## src/rtl/arith_pkg.sv

```systemverilog
// Shared arithmetic-library types and elaboration helpers.
// Combinational only; no latency or flow control.
package arith_pkg;

  typedef enum logic {IDLE = 1'b0, RUN = 1'b1} serial_sub_state_t;

  function automatic int ndig(input int width, input int digit);
    return (digit > 0) ? width / digit : 1;
  endfunction

  // Legal digit-serial geometry: at least 2 bits, digit size divides width.
  function automatic bit sub_geom_ok(input int width, input int digit);
    return (width >= 2) && (digit > 0) && (digit <= width) && ((width % digit) == 0);
  endfunction

endpackage

```

## src/rtl/serial_sub_digit.sv

```systemverilog
// DIGIT-bit ripple of full-subtractor cells; purely combinational,
// zero latency, no flow control.
module sub_digit #(
  parameter int DIGIT = 4
) (
  input  logic [DIGIT-1:0] x,
  input  logic [DIGIT-1:0] y,
  input  logic             bi,
  output logic [DIGIT-1:0] d,
  output logic             bo
);

  logic [DIGIT:0] c;

  assign c[0] = bi;

  for (genvar i = 0; i < DIGIT; i++) begin : g_cell
    assign d[i]   = x[i] ^ y[i] ^ c[i];
    assign c[i+1] = (~x[i] & y[i]) | (~x[i] & c[i]) | (y[i] & c[i]);
  end

  assign bo = c[DIGIT];

endmodule

```

## src/rtl/serial_sub.sv

```systemverilog
// Digit-serial a - b - bin; result and done appear WIDTH/DIGIT edges after the accepting edge.
// start is only sampled while busy is low; requests during busy are dropped.
module serial_sub
  import arith_pkg::*;
#(
  parameter int WIDTH = 16,
  parameter int DIGIT = 4
) (
  input  logic             clk,
  input  logic             rst,
  input  logic             start,
  input  logic [WIDTH-1:0] a,
  input  logic [WIDTH-1:0] b,
  input  logic             bin,
  output logic             busy,
  output logic             done,
  output logic [WIDTH-1:0] diff,
  output logic             bout,
  output logic             ovf
);

  localparam int NDIG = ndig(WIDTH, DIGIT);
  localparam int CW   = $clog2(NDIG + 1);

  if (!sub_geom_ok(WIDTH, DIGIT)) begin : g_bad_geom
    $fatal(1, "serial_sub: DIGIT must divide WIDTH and WIDTH must be >= 2");
  end

  serial_sub_state_t state, state_nxt;

  logic [CW-1:0]    cnt;
  logic [WIDTH-1:0] sa, sb, sd, sd_nxt;
  logic             brw, am, bm;
  logic [DIGIT-1:0] dig_d;
  logic             dig_bo;
  logic             last;

  sub_digit #(.DIGIT(DIGIT)) u_digit (
    .x  (sa[DIGIT-1:0]),
    .y  (sb[DIGIT-1:0]),
    .bi (brw),
    .d  (dig_d),
    .bo (dig_bo)
  );

  assign last = (cnt == CW'(1));
  assign busy = (state == RUN);

  always_ff @(posedge clk or posedge rst) begin
    if (rst) state <= IDLE;
    else     state <= state_nxt;
  end

  always_comb begin
    state_nxt = state;
    case (state)
      IDLE:    if (start) state_nxt = RUN;
      RUN:     if (last)  state_nxt = IDLE;
      default: state_nxt = IDLE;
    endcase
  end

  // New digit enters at the top so the low digit ends up at bit 0 after NDIG shifts.
  always_comb begin
    sd_nxt = sd >> DIGIT;
    sd_nxt[WIDTH-1 -: DIGIT] = dig_d;
  end

  always_ff @(posedge clk or posedge rst) begin
    if (rst) begin
      cnt  <= '0;
      sa   <= '0;
      sb   <= '0;
      sd   <= '0;
      brw  <= 1'b0;
      am   <= 1'b0;
      bm   <= 1'b0;
      done <= 1'b0;
      diff <= '0;
      bout <= 1'b0;
      ovf  <= 1'b0;
    end else begin
      done <= 1'b0;
      case (state)
        IDLE: begin
          if (start) begin
            sa  <= a;
            sb  <= b;
            sd  <= '0;
            brw <= bin;
            am  <= a[WIDTH-1];
            bm  <= b[WIDTH-1];
            cnt <= CW'(NDIG);
          end
        end
        RUN: begin
          sa  <= sa >> DIGIT;
          sb  <= sb >> DIGIT;
          sd  <= sd_nxt;
          brw <= dig_bo;
          cnt <= cnt - CW'(1);
          if (last) begin
            diff <= sd_nxt;
            bout <= dig_bo;
            ovf  <= (am ^ bm) & (sd_nxt[WIDTH-1] ^ am);
            done <= 1'b1;
          end
        end
        default: ;
      endcase
    end
  end

endmodule

```

## config.mk

```make
export PLATFORM = sky130hd
export DESIGN_NAME = serial_sub
export DESIGN_NICKNAME = d
export VERILOG_FILES = /design/src/rtl/arith_pkg.sv /design/src/rtl/serial_sub_digit.sv /design/src/rtl/serial_sub.sv
export SDC_FILE = /design/constraint.sdc
export NUM_CORES = 1
export LEC_CHECK = 0
export CAP_MARGIN = 5
export CORE_MARGIN = 3
export CORE_UTILIZATION = 45
export DETAILED_ROUTE_END_ITERATION = 12
export DONT_BUFFER_PORTS = 1
export PLACE_DENSITY_LB_ADDON = 0.05
export SYNTH_ARGS = -nofsm -noshare
export SYNTH_HDL_FRONTEND = slang
export SYNTH_SLANG_ARGS = --single-unit
```

## constraint.sdc

```tcl
create_clock -name clk -period 2.18 [get_ports clk]
set_input_delay 0.109 -clock clk [delete_from_list [all_inputs] [get_ports clk]]
set_output_delay 0.109 -clock clk [all_outputs]
set_load 0.005 [all_outputs]
```

# Word-level counts from Yosys, hierarchy flattened
# Cells that the tools add are included.
dict set report classes {
  add_sub_neg 1
  n_reduce_logical 2
  n_bitwise 36
  n_mux 15
  eq_ne 2
}
# op n
set ops {}
lappend ops {{$pmux 16 s2} 3}
lappend ops {{$mux 16} 3}
lappend ops {{$and 1x1->1} 13}
lappend ops {{$xor 1x1->1} 10}
lappend ops {{$or 1x1->1} 8}
lappend ops {{$pmux 3 s2} 1}
lappend ops {{$mux 1} 5}
lappend ops {{$not 1->1} 5}
lappend ops {{$pmux 1 s2} 2}
lappend ops {{$reduce_and 2->1} 2}
lappend ops {{$eq 3x1->1 const B} 1}
lappend ops {{$mux 3} 1}
lappend ops {{$sub 3x1->3 const B} 1}
lappend ops {{$ne 2x2->1 const B} 1}
dict set report totals {
  in_bits 36
  ff_bits 74
  out_inout_bits 20
  word_cells 68
}

# Depth between registers and ports, before layout
# Gate-level depths: netlist of the first run.
dict set report logic_depth {
  depth_word 14
  mapped_depth 10
  mapped_depth_nobuf 10
}

# Modules after synthesis
# Synthesis of the first run repeated with hierarchy kept, for this count alone.
dict set report hier_totals {
  cells_unflattened 303
  hier_area_um2 3072.9
}
# module area_per_inst_um2 instances cells_each
set by_module_without_submodules {}
lappend by_module_without_submodules {serial_sub 2955.3 1 289}
lappend by_module_without_submodules {sub_digit 117.6 1 14}

# Worst setup path after synthesis of the first run
# OpenSTA, ideal clock, no wires.
dict set report synth_timing {
  kind {reg-to-reg}
  from {register sa[0]}
  to {register ovf}
  path_slack_ns -0.148
  arrival_ns 2.200
  synth_period_minus_slack_ns 2.328
  stages_incl_launch_ff 11
  path_cell_list {dfrtp_1 > inv_1 > fa_1 > inv_1 > fa_1 > fa_1 > inv_1 > fa_1 > and3b_1 > a21oi_1 > o21ai_0}
}
dict set report synth_via {
  elab_chain_len 13
  elab_cells_between_ends 16
}
# element line
set synth_rtl {}
lappend synth_rtl {{start: declaration} serial_sub.sv:32} ;# logic [WIDTH-1:0] sa, sb, sd, sd_nxt;
lappend synth_rtl {{start signal: assignment} serial_sub.sv:97} ;# sa <= sa >> DIGIT;
lappend synth_rtl {{$not 1->1 *} serial_sub_digit.sv:19} ;# assign c[i+1] = (~x[i] & y[i]) | (~x[i] & c[i]) | (y[i] & c[i]);
lappend synth_rtl {{$and 1x1->1} serial_sub_digit.sv:19}
lappend synth_rtl {{$or 1x1->1 * (2 in a row)} serial_sub_digit.sv:19}
lappend synth_rtl {{$and 1x1->1} serial_sub_digit.sv:19}
lappend synth_rtl {{$or 1x1->1} serial_sub_digit.sv:19}
lappend synth_rtl {{$or 1x1->1 *} serial_sub_digit.sv:19}
lappend synth_rtl {{$and 1x1->1} serial_sub_digit.sv:19}
lappend synth_rtl {{$or 1x1->1} serial_sub_digit.sv:19}
lappend synth_rtl {{$or 1x1->1 *} serial_sub_digit.sv:19}
lappend synth_rtl {{$xor 1x1->1 *} serial_sub_digit.sv:18} ;# assign d[i] = x[i] ^ y[i] ^ c[i];
lappend synth_rtl {{$xor 1x1->1 *} serial_sub.sv:105} ;# ovf <= (am ^ bm) & (sd_nxt[WIDTH-1] ^ am);
lappend synth_rtl {{$and 1x1->1 *} serial_sub.sv:105}
lappend synth_rtl {{end signal: assignment} serial_sub.sv:105}
lappend synth_rtl {{end: declaration} serial_sub.sv:19} ;# output logic ovf
# Every way passes the cells marked *; elsewhere a longest branch is shown, timed or not.
# A chain may end at the register's enable or synchronous reset.

# Worst setup path in the final report of the first run
# Same ends and word-level chain as after synthesis.

==> results.sh, run 1 <==
export IMPL_syn_inst=263
export IMPL_fin_crit_ns=2.357
export IMPL_ios=56
export IMPL_final_common_cell="dfrtp_1"
export IMPL_clock_latency_ns=0.34
export IMPL_p_clk_frac=0.268
export IMPL_worstSetupPathType="flip-flop to flip-flop"
export IMPL_cts_tree="done"
export IMPL_crit_slowest_cell="fa_2"
export IMPL_coreArea_um2=6459
export IMPL_gp_congestion=0.7132
export IMPL_ys_seq_area_frac=0.5749
export IMPL_first_pass_iters=4
export IMPL_hpwlAfterDp_um=3503
export IMPL_syn_area_um2=3047
export IMPL_p_sw_mw=1.609
export IMPL_synth_seq_cells=70
export IMPL_peakVddDrop_v=0.0004794
export IMPL_grt_overflow=0
export IMPL_synth_area_per_cell_um2=11.58
export IMPL_clock_sinks=70
export IMPL_fp_row_count=29
export IMPL_grt_busiest_layer="met2"
export IMPL_cpMostUsedCell="fa_2"
export IMPL_grt_max_degree=89
export IMPL_whs_path_depth=2
export IMPL_cts_htree_levels=3
export IMPL_drc_errors=0
export IMPL_p_leak_nw=1.766
export IMPL_violations="negative setup slack"
export IMPL_worst_r2r_cell_count=10
export IMPL_fmax_mhz=424.3
export IMPL_numPortBuffers=0
export IMPL_worst_path_buf_inv=3
export IMPL_power_density_nw_per_um2=1348
export IMPL_antenna_found_initial=0
export IMPL_slew_violations=0
export IMPL_reg2reg_slack_ns=-0.18
export IMPL_via_count=1961
export IMPL_area_delta_synth_final_pct=23.65
export IMPL_worst_slew_pin_slew_ns=0.5688
export IMPL_ys_types=20
export IMPL_clock_path_buffers=2
export IMPL_yosysWarnings=0
export IMPL_fin_crit_sh=1.081
export IMPL_gr_usage_all_layers=0.1651
export IMPL_grt_pass1_vias=1970
export IMPL_ant_nets=0
export IMPL_swShare=0.3168
export IMPL_hold_path_end="brw"
export IMPL_seq_power_share=0.428
export IMPL_p_int_mw=3.470
export IMPL_met2_usage=0.2502
export IMPL_grt_pass1_wl_um=9687
export IMPL_dieArea_um2=7793
export IMPL_critPathRequiredTime_ns=2.38
export IMPL_cp_arrival_ns=2.56
export IMPL_initial_core_util=0.4717
export IMPL_antenna_cells=0
export IMPL_die_w_um=88.28
export IMPL_clockRootBuffer="clkbuf_8"
export IMPL_global_route_usage_met1=0.2232
export IMPL_hold_class="primary input to flip-flop"
export IMPL_setup_viol=3
export IMPL_avgViaCountPerCell=5.134
export IMPL_nNetsFinal=342
export IMPL_hold_viol_final=0
export IMPL_die_y_um=88.28
export IMPL_clk_pin_slew_worst_paths_ns=0.07
export IMPL_setup_tns_ns=-0.2329
export IMPL_status="finished, violations left"
export IMPL_crit_path_max_incr_delay_ns=0.44
export IMPL_cp_top_family="adder cells"
export IMPL_drive_gt1_frac=0.1246
export IMPL_syn_num_nets=305
export IMPL_slew_headroom=0.6188
export IMPL_cts_buffers=9
export IMPL_path_cells="inv_2, fa_2, inv_2, fa_2, fa_2, inv_2, fa_2, and3b_1, a21oi_1, o21ai_1"
export IMPL_timing_rr_start="sa[0]"
export IMPL_final_cell_mix="dfrtp_1, nand2_1, o21ai_0"
export IMPL_grt_use_met3=0.03631
export IMPL_skew_ns=0.008062
export IMPL_detail_route_wl_per_cell_um=15.28
export IMPL_r2r_end="ovf"
export IMPL_min_from="bin"
export IMPL_utilization=0.5833
export IMPL_end_kind="flip-flop"
export IMPL_holdWs_ns=0.01450
export IMPL_wl_um=5838
export IMPL_pwr_share_comb=0.304
export IMPL_critPathLaunchType="flip-flop"
export IMPL_setup_slack_ns=-0.1768
export IMPL_drt_initial_drc_count=55
export IMPL_maxCapViolCount=0
export IMPL_critPathMaxFanout=3
export IMPL_rsz0062_at_grt="true"
-- logic make-up (layout without fill, tap and decap cells) --
| kind of cell | Yosys count | after routing | synth area share |
|---|---|---|---|
| adders and majority gates | 6 | 6 | 0.03450 |
| DFF | 70 | 70 | 0.5749 |
| muxes | 54 | 54 | 0.1852 |
| and+or+nand+nor | 66 | 66 | 0.09692 |
| buffers and inverters | 26 | 68 | 0.03984 |
| AOI/OAI and AO/OA | 41 | 41 | 0.06858 |
-- routing by layer --
layer / routed length (um) / up-vias / share of wire
met4: 114 / 0 / 0.020
met5: 0 / - / 0
met1: 2701 / 945 / 0.46
met2: 2770 / 44 / 0.47
li1: - / 963 / -
met3: 251 / 9 / 0.043
-- stage by stage --
stage          setup WS [ns]  area, um^2  total power [mW]  instances
2_1_floorplan       -0.04624        3052             3.242        263
3_3_place_gp         -0.1291        3123             3.596        330
3_5_place_dp         -0.1859        3123             3.670        330
4_1_cts              -0.1892        3765             5.148        382
5_1_grt              -0.2678        3767             5.505        382
6_report             -0.1768        3767             5.079        382
-- power by group through the flow --
stage,registers [mW],logic (mW),clock network (mW)
2_1_floorplan,2.10,1.15,0
3_3_place_gp,2.19,1.40,0
3_5_place_dp,2.21,1.46,0
4_1_cts,2.19,1.57,1.39
5_1_grt,2.25,1.80,1.46
6_report,2.17,1.54,1.36
-- cell usage after synthesis --
| library cell | n | area (um^2) |
|---|---|---|
| dfrtp_1 | 70 | 1752 |
| nand2_1 | 38 | 142.6 |
| o21ai_0 | 38 | 190.2 |
| mux2i_1 | 35 | 350.3 |
| mux2_1 | 13 | 146.4 |
| nand2b_1 | 13 | 81.33 |
| nor2_1 | 12 | 45.04 |
| buf_2 | 10 | 50.05 |
| inv_1 | 10 | 37.54 |
| mux2_2 | 6 | 67.56 |
| fa_1 | 4 | 80.08 |
| buf_4 | 3 | 22.52 |
| clkbuf_1 | 3 | 11.26 |
| ha_1 | 2 | 25.02 |
| a21oi_1 | 1 | 5.000 |
| a31oi_1 | 1 | 6.260 |
| and3b_1 | 1 | 8.760 |
| nand3b_2 | 1 | 11.26 |
| nor2b_1 | 1 | 6.260 |
| o31ai_1 | 1 | 7.510 |
-- registers in the layout, indices dropped and copies added (netlist names) --
signal,cells
am,1
bm,1
bout,1
brw,1
busy,1
cnt,3
diff,16
done,1
ovf,1
sa,16
sb,16
sd,12
-- layout make-up --
cell class	count	area, um^2
multi-input combinational	167	1184
clock inverter	6	133.9
inverter	10	37.54
tap	77	96.34
fill	572	2691
sequential	70	1753
clock buffer	10	127.6
timing repair buffer	42	435.4
-- repair_timing --
action / 4_1_cts / 5_1_grt
pin swaps: 1 / 0
buffers inserted: 1 / 0
endpoints found under the setup margin: 3 / 4
endpoints found under the hold margin: 118 / 0
hold buffers: 36 / 0
resized for setup: 5 / 1
-- worst register-to-register path: cells and delay by family, from the launching register on --
family | cells | cell delay [ns]
AND/OR/NAND/NOR | 1 | 0.18
buffers and inverters | 3 | 0.18
adder cells (fa/ha/maj) | 4 | 1.32
AO/OA/AOI/OAI | 2 | 0.17
flip-flops | 1 | 0.39
-- worst max-delay path by stage --
stage          end  startpoint  cells after the start  slack (ns)
4_1_cts        ovf       sa[0]                     10       -0.19
5_1_grt        ovf       sa[0]                     10       -0.27
3_5_place_dp   ovf       sa[0]                     10       -0.19
6_report       ovf       sa[0]                     10       -0.18
2_1_floorplan  ovf       sa[0]                     10       -0.05
3_3_place_gp   ovf       sa[0]                     10       -0.13
(Power assumes the default switching activity.)
==> inputs of run 2 (changes only) <==
--- a/config.mk
+++ b/config.mk
@@ -8,9 +8,10 @@
 export CAP_MARGIN = 5
 export CORE_MARGIN = 3
 export CORE_UTILIZATION = 45
+export CTS_BUF_LIST = sky130_fd_sc_hd__clkbuf_16
 export DETAILED_ROUTE_END_ITERATION = 12
 export DONT_BUFFER_PORTS = 1
-export PLACE_DENSITY_LB_ADDON = 0.05
+export PLACE_DENSITY = 0.67
 export SYNTH_ARGS = -nofsm -noshare
 export SYNTH_HDL_FRONTEND = slang
 export SYNTH_SLANG_ARGS = --single-unit
==> run 2 against run 1 <==
The run still ends with negative setup slack left. Wire length grew 0.91%. Die area is the same. Sequential share of layout area grew 0.093 points. Maximum frequency grew 2.7%. Critical path depth is the same. Setup slack gained 0.062 ns. Non-clock buffer count shrank 1.
==> results.sh, run 2 (same netlist as run 1, synthesis figures left out) <==
export IMPL_worst_slew_pin_slew_ns=1.056
export IMPL_status="finished, violations left"
export IMPL_dieArea_um2=7793
export IMPL_detail_route_wl_per_cell_um=15.46
export IMPL_worst_r2r_cell_count=10
export IMPL_antenna_cells=0
export IMPL_drive_gt1_frac=0.1118
export IMPL_antenna_found_initial=0
export IMPL_die_w_um=88.28
export IMPL_avgViaCountPerCell=5.197
export IMPL_whs_path_depth=2
export IMPL_timing_rr_start="sa[0]"
export IMPL_setup_viol=3
export IMPL_gr_usage_all_layers=0.1737
export IMPL_fmax_mhz=435.7
export IMPL_grt_pass1_vias=2055
export IMPL_fin_area_um2=3760
export IMPL_hold_class="primary input to flip-flop"
export IMPL_clock_sinks=70
export IMPL_cp_arrival_ns=2.48
export IMPL_reg2reg_slack_ns=-0.12
export IMPL_path_cells="inv_2, fa_1, inv_2, fa_2, fa_2, inv_2, fa_1, and3b_1, a21oi_2, o21ai_1"
export IMPL_hold_path_end="sb[9]"
export IMPL_fin_crit_ns=2.295
export IMPL_clock_latency_ns=0.32
export IMPL_drt_initial_drc_count=60
export IMPL_top_regs="diff x16, sa x16, sb x16"
export IMPL_r2r_end="ovf"
export IMPL_place_inst=330
export IMPL_cts_buffers=9
export IMPL_skew_ns=0.003169
export IMPL_min_from="b[9]"
export IMPL_clk_pin_slew_worst_paths_ns=0.05
export IMPL_die_y_um=88.28
export IMPL_slew_violations=0
export IMPL_fillCellCount=532
export IMPL_crit_slowest_cell="fa_1"
export IMPL_p_leak_nw=1.756
export IMPL_clockRootBuffer="clkbuf_16"
export IMPL_area_delta_synth_final_pct=23.41
export IMPL_cts_tree="done"
export IMPL_final_cells=381
export IMPL_rsz0062_at_grt="true"
export IMPL_final_common_cell="dfrtp_1"
export IMPL_worstSetupPathType="flip-flop to flip-flop"
export IMPL_fin_crit_sh=1.053
export IMPL_cts_htree_levels=3
export IMPL_numPortBuffers=0
export IMPL_slew_headroom=0.2936
export IMPL_critPathLaunchType="flip-flop"
export IMPL_gp_congestion=0.6962
export IMPL_via_count=1980
export IMPL_grt_overflow=0
export IMPL_cp_top_family="adder cells"
export IMPL_first_pass_iters=4
export IMPL_cpMostUsedCell="inv_2"
export IMPL_ios=56
export IMPL_pre_cts_ws_ns=-0.1349
export IMPL_setup_slack_ns=-0.1151
export IMPL_wl_um=5891
export IMPL_cp_depth=10
export IMPL_end_kind="flip-flop"
export IMPL_maxCapViolCount=0
export IMPL_power_density_nw_per_um2=1365
export IMPL_initial_core_util=0.4717
export IMPL_drc_errors=0
export IMPL_fp_row_count=29
export IMPL_final_cell_mix="dfrtp_1, nand2_1, o21ai_0"
export IMPL_hold_viol_final=0
export IMPL_critPathMaxFanout=3
export IMPL_critPathRequiredTime_ns=2.37
export IMPL_nNetsFinal=341
export IMPL_clock_path_buffers=2
export IMPL_violations="negative setup slack"
export IMPL_ant_nets=0
export IMPL_crit_path_max_incr_delay_ns=0.41
export IMPL_coreArea_um2=6459
export IMPL_dpl_cell_area_um2=3123
export IMPL_peakVddDrop_v=0.0005800
export IMPL_worst_path_buf_inv=3
export IMPL_grt_max_degree=53
export IMPL_hpwlAfterDp_um=3595
export IMPL_grt_pass1_wl_um=10270
-- run 2: cell types whose count changed in the layout (fill, tap and decap cells not counted), moves of 2 or more --
cell	previous run	this run
clkbuf_8	9	0
bufinv_16	4	1
fa_1	0	2
fa_2	4	2
clkinv_1	0	4
clkbuf_16	0	9
-- run 2: per-stage QoR --
stage	util	setup TNS [ns]	hold WS (ns)	power [mW]
after floorplan	-	-0.04624	0.2607	3.242
final	0.5821	-0.3178	0.005279	5.131
after global placement	0.4835	-0.1188	0.1022	3.549
after CTS	0.5810	-0.3525	0.00006162	5.165
after global routing	0.5821	-0.6541	0.0003022	5.589
after detailed placement	0.4835	-0.1795	0.1069	3.624
-- run 2: area by class of cell --
class | count | area, um^2 | area share
Inverter | 10 | 37.54 | 0.009983
Multi-Input combinational cell | 167 | 1186 | 0.3155
Timing Repair Buffer | 41 | 405.4 | 0.1078
Tap cell | 77 | 96.34 | 0.02562
Clock inverter | 7 | 56.30 | 0.01498
Clock buffer | 9 | 225.2 | 0.05990
Sequential cell | 70 | 1753 | 0.4662
-- run 2: what timing repair did --
| action | in CTS | in global routing |
|---|---|---|
| hold buffers | 34 | 0 |
| hold endpoints to repair | 71 | 0 |
| gates resized for setup | 3 | 3 |
| endpoints found under the setup margin | 3 | 4 |
| pin swaps | 0 | 0 |
| buffers inserted | 1 | 0 |
-- run 2: worst max path at each step --
stage	to	startpoint	slack, ns
global route	sd[15]	sa[0]	-0.22
CTS	ovf	sa[0]	-0.12
finish	ovf	sa[0]	-0.12
floorplan	ovf	sa[0]	-0.05
global placement	ovf	sa[0]	-0.11
detailed placement	ovf	sa[0]	-0.13
-- run 2: where the power goes --
group	leakage (nW)	internal, mW	switching [mW]
logic	0.722	0.804	0.762
clock network	0.137	0.864	0.510
registers	0.897	1.83	0.361
total	1.76	3.50	1.63
-- run 2: per-layer routing --
| metal | vias up | track usage | routed length (um) |
|---|---|---|---|
| met5 | - | 0 | 0 |
| met4 | 0 | 0.07418 | 108 |
| met3 | 10 | 0.04469 | 271 |
| met2 | 50 | 0.2740 | 2845 |
| met1 | 966 | 0.2279 | 2667 |
| li1 | 954 | - | - |
